### src/rtl/secuenciador_autoprueba_secded_if.sv
// Datapath-side bus between the SECDED self-test sequencer (master) and the
// encoder/decoder/corrector under test (slave).
interface secuenciador_autoprueba_secded_if;
  logic [3:0] dato_entrada;
  logic [7:0] dato_error;
  logic [7:0] palabra_codificada;
  logic [3:0] corregido;
  logic       simplerror_detectado;
  logic       doblerror_detectado;

  modport master (
    output dato_entrada,
    output dato_error,
    input  palabra_codificada,
    input  corregido,
    input  simplerror_detectado,
    input  doblerror_detectado
  );

  modport slave (
    input  dato_entrada,
    input  dato_error,
    output palabra_codificada,
    output corregido,
    output simplerror_detectado,
    output doblerror_detectado
  );
endinterface

### src/rtl/secuenciador_autoprueba_secded.sv
// Built-in self-test sequencer for the (8,4) SECDED datapath: sweeps all data
// values against 11 error masks. Optional macro PARAR_EN_FALLO_EN stops at the first failure.
module secuenciador_autoprueba_secded #(
  parameter int LAT_COD = 2,
  parameter int LAT_DEC = 2
) (
  input  logic                                   reloj,
  input  logic                                   reset,
  input  logic                                   iniciar,
  secuenciador_autoprueba_secded_if.master       dp,
  output logic                                   ocupado,
  output logic                                   hecho,
  output logic                                   exito,
  output logic [7:0]                             cuenta_fallos,
  output logic [3:0]                             fallo_dato,
  output logic [3:0]                             fallo_patron
);

  localparam logic [2:0] REPOSO   = 3'd0;
  localparam logic [2:0] CODIFICA = 3'd1;
  localparam logic [2:0] INYECTA  = 3'd2;
  localparam logic [2:0] ESPERA   = 3'd3;
  localparam logic [2:0] VERIFICA = 3'd4;
  localparam logic [2:0] AVANZA   = 3'd5;
  localparam logic [2:0] FIN      = 3'd6;

  // CODIFICA spans LAT_COD+1 cycles, ESPERA spans LAT_DEC cycles
  localparam logic [2:0] FIN_COD = 3'(LAT_COD);
  localparam logic [2:0] FIN_DEC = 3'(LAT_DEC - 1);

  logic [2:0] estado;
  logic [2:0] contador;
  logic [3:0] patron;
  logic [3:0] dato_r;
  logic [7:0] error_r;
  logic       pasa;

  assign dp.dato_entrada = dato_r;
  assign dp.dato_error   = error_r;

  function automatic logic [7:0] mascara(input logic [3:0] p);
    logic [7:0] m;
    m = '0;
    case (p)
      4'd1:    m = 8'h01;
      4'd2:    m = 8'h02;
      4'd3:    m = 8'h04;
      4'd4:    m = 8'h08;
      4'd5:    m = 8'h10;
      4'd6:    m = 8'h20;
      4'd7:    m = 8'h40;
      4'd8:    m = 8'h80;
      4'd9:    m = 8'h03;
      4'd10:   m = 8'h81;
      default: m = 8'h00;
    endcase
    return m;
  endfunction

  always_comb begin
    pasa = 1'b0;
    if (patron == 4'd0)
      pasa = !dp.simplerror_detectado && !dp.doblerror_detectado &&
             (dp.corregido == dato_r);
    else if (patron <= 4'd8)
      pasa = dp.simplerror_detectado && !dp.doblerror_detectado &&
             (dp.corregido == dato_r);
    else
      pasa = !dp.simplerror_detectado && dp.doblerror_detectado;
  end

  always_ff @(posedge reloj or posedge reset) begin
    if (reset) begin
      estado        <= REPOSO;
      contador      <= '0;
      patron        <= '0;
      dato_r        <= '0;
      error_r       <= '0;
      ocupado       <= 1'b0;
      hecho         <= 1'b0;
      exito         <= 1'b0;
      cuenta_fallos <= '0;
      fallo_dato    <= '0;
      fallo_patron  <= '0;
    end else begin
      case (estado)
        REPOSO: begin
          if (iniciar) begin
            cuenta_fallos <= '0;
            fallo_dato    <= '0;
            fallo_patron  <= '0;
            hecho         <= 1'b0;
            exito         <= 1'b0;
            dato_r        <= '0;
            patron        <= '0;
            contador      <= '0;
            ocupado       <= 1'b1;
            estado        <= CODIFICA;
          end
        end
        CODIFICA: begin
          if (contador == FIN_COD) begin
            contador <= '0;
            estado   <= INYECTA;
          end else begin
            contador <= contador + 3'd1;
          end
        end
        INYECTA: begin
          error_r  <= dp.palabra_codificada ^ mascara(patron);
          contador <= '0;
          estado   <= ESPERA;
        end
        ESPERA: begin
          if (contador == FIN_DEC) begin
            contador <= '0;
            estado   <= VERIFICA;
          end else begin
            contador <= contador + 3'd1;
          end
        end
        VERIFICA: begin
          estado <= AVANZA;
          if (!pasa) begin
            if (cuenta_fallos != 8'hFF)
              cuenta_fallos <= cuenta_fallos + 8'd1;
            if (cuenta_fallos == 8'd0) begin
              fallo_dato   <= dato_r;
              fallo_patron <= patron;
            end
`ifdef PARAR_EN_FALLO_EN
            estado <= FIN;
`else
            estado <= AVANZA;
`endif
          end
        end
        AVANZA: begin
          // Data is unchanged across patterns, so only a new data value re-encodes
          if (patron != 4'd10) begin
            patron <= patron + 4'd1;
            estado <= INYECTA;
          end else if (dato_r != 4'd15) begin
            dato_r   <= dato_r + 4'd1;
            patron   <= '0;
            contador <= '0;
            estado   <= CODIFICA;
          end else begin
            estado <= FIN;
          end
        end
        FIN: begin
          ocupado <= 1'b0;
          hecho   <= 1'b1;
          exito   <= (cuenta_fallos == 8'd0);
          estado  <= REPOSO;
        end
        default: estado <= REPOSO;
      endcase
    end
  end

endmodule
### src/flat_wrapper.sv
// flat-port wrapper written by rule: the top's interface ports become plain ports
module secuenciador_autoprueba_secded_flat 
#(
  parameter int LAT_COD = 2,
  parameter int LAT_DEC = 2
)
  (reloj, reset, iniciar, ocupado, hecho, exito, cuenta_fallos, fallo_dato, fallo_patron, dp_dato_entrada, dp_dato_error, dp_palabra_codificada, dp_corregido, dp_simplerror_detectado, dp_doblerror_detectado);
  secuenciador_autoprueba_secded_if dp_i ();
  input  logic reloj;
  input  logic reset;
  input  logic iniciar;
  output logic ocupado;
  output logic hecho;
  output logic exito;
  output logic [7:0] cuenta_fallos;
  output logic [3:0] fallo_dato;
  output logic [3:0] fallo_patron;
  output wire logic [$bits(dp_i.dato_entrada)-1:0] dp_dato_entrada;
  output wire logic [$bits(dp_i.dato_error)-1:0] dp_dato_error;
  input wire logic [$bits(dp_i.palabra_codificada)-1:0] dp_palabra_codificada;
  input wire logic [$bits(dp_i.corregido)-1:0] dp_corregido;
  input wire logic [$bits(dp_i.simplerror_detectado)-1:0] dp_simplerror_detectado;
  input wire logic [$bits(dp_i.doblerror_detectado)-1:0] dp_doblerror_detectado;
  assign dp_dato_entrada = dp_i.dato_entrada;
  assign dp_dato_error = dp_i.dato_error;
  assign dp_i.palabra_codificada = dp_palabra_codificada;
  assign dp_i.corregido = dp_corregido;
  assign dp_i.simplerror_detectado = dp_simplerror_detectado;
  assign dp_i.doblerror_detectado = dp_doblerror_detectado;
  secuenciador_autoprueba_secded #(.LAT_COD(LAT_COD), .LAT_DEC(LAT_DEC)) u_core (.reloj(reloj), .reset(reset), .iniciar(iniciar), .dp(dp_i), .ocupado(ocupado), .hecho(hecho), .exito(exito), .cuenta_fallos(cuenta_fallos), .fallo_dato(fallo_dato), .fallo_patron(fallo_patron));
endmodule
### config.mk
export PLATFORM = sky130hd
export DESIGN_NAME = secuenciador_autoprueba_secded_flat
export DESIGN_NICKNAME = d
export VERILOG_FILES = /design/src/rtl/secuenciador_autoprueba_secded_if.sv /design/src/rtl/secuenciador_autoprueba_secded.sv /design/src/flat_wrapper.sv
export SDC_FILE = /design/constraint.sdc
export NUM_CORES = 1
export LEC_CHECK = 0
export CORE_AREA = 2 2 70 72
export CTS_CLUSTER_SIZE = 10
export DETAILED_ROUTE_END_ITERATION = 7
export DIE_AREA = 0 0 72 74
export PLACE_DENSITY_LB_ADDON = 0.12
export SYNTH_ARGS = -nofsm -noshare
export SYNTH_HDL_FRONTEND = slang
export SYNTH_SLANG_ARGS = --single-unit
### constraint.sdc
create_clock -name reloj -period 6 [get_ports reloj]
set_input_delay 1.5 -clock reloj [delete_from_list [all_inputs] [get_ports reloj]]
set_output_delay 1.5 -clock reloj [all_outputs]
set_load 0.02 [all_outputs]
==> results of run 1 <==
-- per-stage QoR --
stage / total power (W) / setup WS, ns
finish: 0.001435 / 2.538
global route: 0.001547 / 2.425
detailed placement: 0.001264 / 2.255
floorplan: 0.001000 / 3.036
CTS: 0.001446 / 2.553
global placement: 0.001247 / 2.367
-- state kept, by name (all words and copies together) (netlist names) --
register / count
u_core.dp.dato_error: 8
u_core.contador: 3
u_core.dp.dato_entrada: 4
u_core.hecho: 1
u_core.estado: 3
u_core.exito: 1
u_core.fallo_dato: 4
u_core.cuenta_fallos: 8
u_core.patron: 4
u_core.fallo_patron: 4
u_core.ocupado: 1
-- report_power, final --
| part | internal (W) | leakage (nW) | switching [W] |
|---|---|---|---|
| logic | 0.000340 | 0.712 | 0.000372 |
| clock network | 0.0000912 | 0.0443 | 0.0000881 |
| registers | 0.000391 | 0.522 | 0.000152 |
-- cell type report --
type	instances	area [um^2]
Clock buffer	7	86.33
Fill cell	398	1550
Inverter	8	30.03
Multi-Input combinational cell	207	1353
Sequential cell	41	1026
Tap cell	54	67.56
Timing Repair Buffer	49	485.5
-- kinds of logic after synthesis --
logic type      after synthesis
xor+xnor                     17
simple gates                122
buf+inv                      19
flops                        41
mux                          13
fa+ha+maj                     9
compound gates               46
-- worst max-delay path, cell delays in order --
cell	delay, ns
clkdlybuf4s50_1	0.51
nor3b_1	0.30
nand2b_1	0.37
a21boi_1	0.27
or4_1	0.43
xor2_1	0.16
nor3_1	0.13
-- worst paths after layout --
check	startpoint	endpoint	cells past startpoint
worst max-delay path	iniciar	u_core.patron[3]	7
worst min-delay path	u_core.exito	u_core.exito	2
worst max register to register	u_core.estado[0]	u_core.patron[3]	6
worst min register to register	u_core.exito	u_core.exito	2
max in group asynchronous	reset	u_core.contador[2]	3
min in group asynchronous	reset	u_core.fallo_dato[1]	3
-- layout by cell type, fill, tap and decap left out, drive strengths merged, types with 2 or more instances in the layout --
cell	n
a211o	4
a211oi	2
a21o	3
a21oi	18
and2	2
and3b	2
buf	2
clkbuf	7
clkdlybuf4s50	47
dfrtp	41
ha	9
inv	8
mux2	2
mux2i	11
nand2	41
nand2b	7
nand3	5
nand3b	2
nor2	33
nor2b	3
nor3	8
nor3b	5
nor4	2
o21ai	10
o32ai	2
or2	2
or3	2
or4	2
xnor2	5
xor2	12
-- metal layers --
layer / global-route usage, % / vias to the layer above / wire [um]
met5: 0 / - / 0
met4: 6.918 / 0 / 57
met3: 3.252 / 5 / 194
met2: 34.05 / 39 / 2417
met1: 26.79 / 937 / 2380
li1: - / 1005 / -
==> impl_metrics.py, run 1 <==
metrics = {
    "sta": {
        "hold_violations": 0,
        "whs_ns": 0.5216,
        "setup_viol": 0,
        "fin_tns_setup_ns": 0,
        "worst_slew_pin_slew_ns": 0.9087,
        "slew_headroom_pct": 39.20,
        "rsz0062_at_grt": "no",
        "drv_slew": 0,
        "fmax_mhz": 288.8,
        "fin_crit_ns": 3.462,
        "finalCritPeriodShare_pct": 57.71,
        "skew_ns": 0.002468,
    },
    "grt": {
        "grt_pass1_wl_mm": 8.404,
        "grt_start_max_net_pins": 42,
        "grt_pass1_vias": 1852,
        "grtUsageTotal_pct": 20.20,
        "grt-ovfl-total": 0,
        "antenna_found_initial": 0,
    },
    "cells_and_area": {
        "design_area_um2": 3048,
        "layout.cells.non_filler": 366,
        "final_nets": 338,
        "syn2layout_area_growth_pct": 23.53,
        "final_util_pct": 66.29,
        "diodes": 0,
        "drive_above_1_share_pct": 7.692,
    },
    "placement": {
        "dpl.hpwl_mm": 3.598,
        "placed_cell_area_um2": 2962,
        "gp_congestion": 0.8792,
        "port_buffers": 47,
        "dp.cells": 359,
    },
    "drt": {
        "dr.pass1.iters": 5,
        "wl_per_cell_um": 13.80,
        "drt_wl_total_mm": 5.049,
        "vias": 1986,
        "drc": 0,
        "antenna_left": 0,
        "via_per_inst": 5.426,
        "drt_iter0_markers": 75,
    },
    "worst_setup_path": {
        "ff2ff_setup_slack_ns": 3.66,
        "end_kind": "flip-flop",
        "critical_path_class": "in2reg",
        "required_ns": 6.21,
        "startpoint_type": "primary input",
        "cp_max_fo": 12,
        "worstPathArrival_ns": 3.67,
    },
    "synthesis": {
        "ys_ff_latch": 41,
        "synthTopCellsByCount": "dfrtp_1 (41), nand2_1 (41), nor2_1 (32)",
        "synth_area_leader_cell": "dfrtp_1",
        "synthSimpleGateAreaFrac_pct": 26.37,
        "synth_fp_nets": 293,
        "muxShareOfSynthArea_pct": 5.375,
        "synth-edff-count": 0,
        "synth-xor-area-share_pct": 6.034,
        "yosysTopAreaCellShare_pct": 41.58,
        "ys_types": 49,
        "synthAdderAreaFrac_pct": 4.564,
        "synthTopCellsByArea": "dfrtp_1 (42%), nand2_1 (6.2%), nor2_1 (4.9%), ha_1 (4.6%), mux2i_1 (4.5%)",
        "synthArstFlopShare_pct": 100.0,
        "yosysWarnings": 0,
        "syn_avg_cell_area_um2": 9.241,
        "synthCells": 267,
        "yosysSeqAreaShare_pct": 41.58,
        "synth_compound_area_share_pct": 12.47,
        "syn_area_um2": 2467,
        "ys.flop_type": "dfrtp_1",
        "synth_top_family_by_area": "simple AND/OR/NAND/NOR gates",
    },
    "floorplanning": {
        "coreArea_um2": 4598,
        "die_h_um": 74,
        "ios": 48,
        "dieArea_um2": 5328,
        "rows": 25,
        "die_x_um": 72,
        "initial_core_util_pct": 53.66,
    },
    "cts": {
        "htreeDepth": 2,
        "clockRootBuffer": "clkbuf_8",
        "clkSinkCount": 41,
        "cts_buffers": 5,
        "post-cts-setup-buffers": 0,
        "clock_path_buffers": 2,
        "cts_tree": "built",
        "holdBufCountCts": 0,
        "clkLatencyLatePin_ns": 0.29,
        "post_cts_resized": 0,
        "clkTransAtPathRegs_ns": 0.07,
    },
    "hold_path": {
        "hold_class": "reg2reg",
    },
    "job": {
        "drv_cap": 0,
    },
    "power": {
        "powerDensity_nw_per_um2": 470.7,
        "ir_drop_mv": 0.3072,
        "p_leak_nw": 1.279,
    },
    "run_status": {
        "status": "finished clean",
    },
}
No activity file was read; power rests on OpenSTA's default activity.
==> run 2, diff against run 1 <==
- CORE_AREA: 2 2 70 72 -> 2 2 72 74
- DIE_AREA: 0 0 72 74 -> 0 0 74 76
- clock period: 6 -> 3.6 ns (I/O delays scaled with it)
==> run 2 against run 1 <==
Register-to-register slack lost 2.3 ns. Critical path depth unchanged. Largest cell class unchanged. Clock skew is 0.0057 ns higher. Critical path type unchanged. Sequential power rose by 66%. Setup slack worse by 1.6 ns. Routed wire length down 2.6%. Clock power grew 150%. First-iteration DRC count up 6.7%. Highest routed layer unchanged.
==> impl_metrics.py, run 2 (same netlist as run 1, synthesis figures left out) <==
metrics = {
    "sta": {
        "rsz0062_at_grt": "no",
        "setup_viol": 0,
        "drv_slew": 0,
        "fin_tns_setup_ns": 0,
        "fin_ws_ns": 0.9242,
        "hold_violations": 0,
        "fin_crit_ns": 2.676,
        "slew_headroom_pct": 40.34,
        "skew_ns": 0.008165,
        "worst_slew_pin_slew_ns": 0.8917,
        "fmax_mhz": 373.7,
        "finalCritPeriodShare_pct": 74.33,
    },
    "worst_setup_path": {
        "required_ns": 3.83,
        "critical_path_class": "in2reg",
        "cp_max_fo": 8,
        "reg2regPathDepth": 8,
        "startpoint_type": "primary input",
        "worstPathArrival_ns": 2.90,
        "end_kind": "flip-flop",
    },
    "floorplanning": {
        "die_h_um": 76,
        "ios": 48,
        "initial_core_util_pct": 50.23,
        "coreArea_um2": 4912,
        "die_x_um": 74,
        "rows": 26,
        "dieArea_um2": 5624,
    },
    "cts": {
        "post-cts-setup-buffers": 0,
        "cts_buffers": 5,
        "holdBufCountCts": 0,
        "clkTransAtPathRegs_ns": 0.08,
        "clkSinkCount": 41,
        "clockRootBuffer": "clkbuf_8",
        "clkLatencyLatePin_ns": 0.30,
        "post_cts_resized": 0,
        "cts_tree": "built",
        "clock_path_buffers": 2,
        "htreeDepth": 2,
    },
    "grt": {
        "grt_pass1_wl_mm": 8.480,
        "grt_start_max_net_pins": 42,
        "grt-ovfl-total": 0,
        "grtUsageTotal_pct": 18.99,
        "grt_pass1_vias": 1847,
        "antenna_found_initial": 0,
    },
    "power": {
        "ir_drop_mv": 0.3702,
        "p_leak_nw": 1.307,
        "powerDensity_nw_per_um2": 810.0,
    },
    "placement": {
        "dpl.hpwl_mm": 3.512,
        "dp_slack_ns": 0.6063,
        "gp_congestion": 0.8150,
        "port_buffers": 47,
    },
    "cells_and_area": {
        "fill_cells": 429,
        "final_nets": 339,
        "syn2layout_area_growth_pct": 26.57,
        "diodes": 0,
        "drive_above_1_share_pct": 8.599,
        "layout_common_cells": "clkdlybuf4s50_1 (47), nand2_1 (41), dfrtp_1 (41)",
        "mostFrequentLayoutCell": "clkdlybuf4s50_1",
    },
    "drt": {
        "dr.pass1.iters": 4,
        "drc": 0,
        "wl_per_cell_um": 12.81,
        "antenna_left": 0,
        "drt_wl_total_mm": 4.920,
        "via_per_inst": 5.104,
        "vias": 1960,
        "drt_iter0_markers": 80,
    },
    "hold_path": {
        "min_path_cells": 2,
        "hold_class": "reg2reg",
    },
    "job": {
        "drv_cap": 0,
    },
    "run_status": {
        "status": "finished clean",
    },
}
## run 2: power by group
| group | internal (W) | leakage [nW] | switching [W] | total, W |
|---|---|---|---|---|
| Combinational | 0.000570 | 0.717 | 0.000617 | 0.00119 |
| Sequential | 0.000651 | 0.522 | 0.000249 | 0.000900 |
| Clock | 0.000276 | 0.0681 | 0.000167 | 0.000442 |
## run 2: layout make-up
type / count / area [um^2] / share of cell area (%)
repair buffers: 50 / 493.0 / 15.79
inverters: 8 / 30.03 / 0.9615
well taps: 70 / 87.58 / 2.804
clock buffers: 5 / 68.82 / 2.204
flip-flops and latches: 41 / 1026 / 32.85
multi-input cells: 207 / 1353 / 43.31
clock inverters: 3 / 65.06 / 2.083
## run 2: final timing paths
| path | startpoint | endpoint | slack, ns |
|---|---|---|---|
| hold reg to reg | u_core.exito | u_core.exito | 0.51 |
| max in group asynchronous | reset | u_core.dp.dato_error[0] | 2.21 |
| hold / removal | u_core.exito | u_core.exito | 0.51 |
| min in group asynchronous | reset | u_core.fallo_dato[2] | 1.02 |
| setup reg to reg | u_core.patron[1] | u_core.cuenta_fallos[4] | 1.36 |
| setup / recovery | dp_corregido[1] | u_core.cuenta_fallos[1] | 0.92 |
## run 2: critical path, stage by stage
cell and delay (ns):
clkdlybuf4s50_1 0.41, xor2_1 0.17, nor4_4 0.38, nand4b_2 0.20, a31oi_4 0.30, and2_1 0.33
mux2i_1 0.21
## run 2: metal layers
layer,share of wire [%],track usage (%),wire length [um],vias up
met5,0,0,0,-
met4,1.4,6.727,70,0
met2,46,29.64,2283,43
li1,-,-,-,1010
met1,48,26.50,2353,900
met3,4.3,3.042,213,7
## run 2: through the flow
step	area [um^2]	hold slack (ns)	utilization, %	std cells	power [W]
final	3123	0.5140	63.58	384	0.002530
after global routing	3123	0.5491	63.58	384	0.002721
after CTS	3123	0.5217	63.58	384	0.002556
after detailed placement	2989	0.4986	60.85	376	0.002110
after global placement	2989	0.4978	60.85	376	0.002088
after floorplan	2467	0.5090	-	267	0.001667
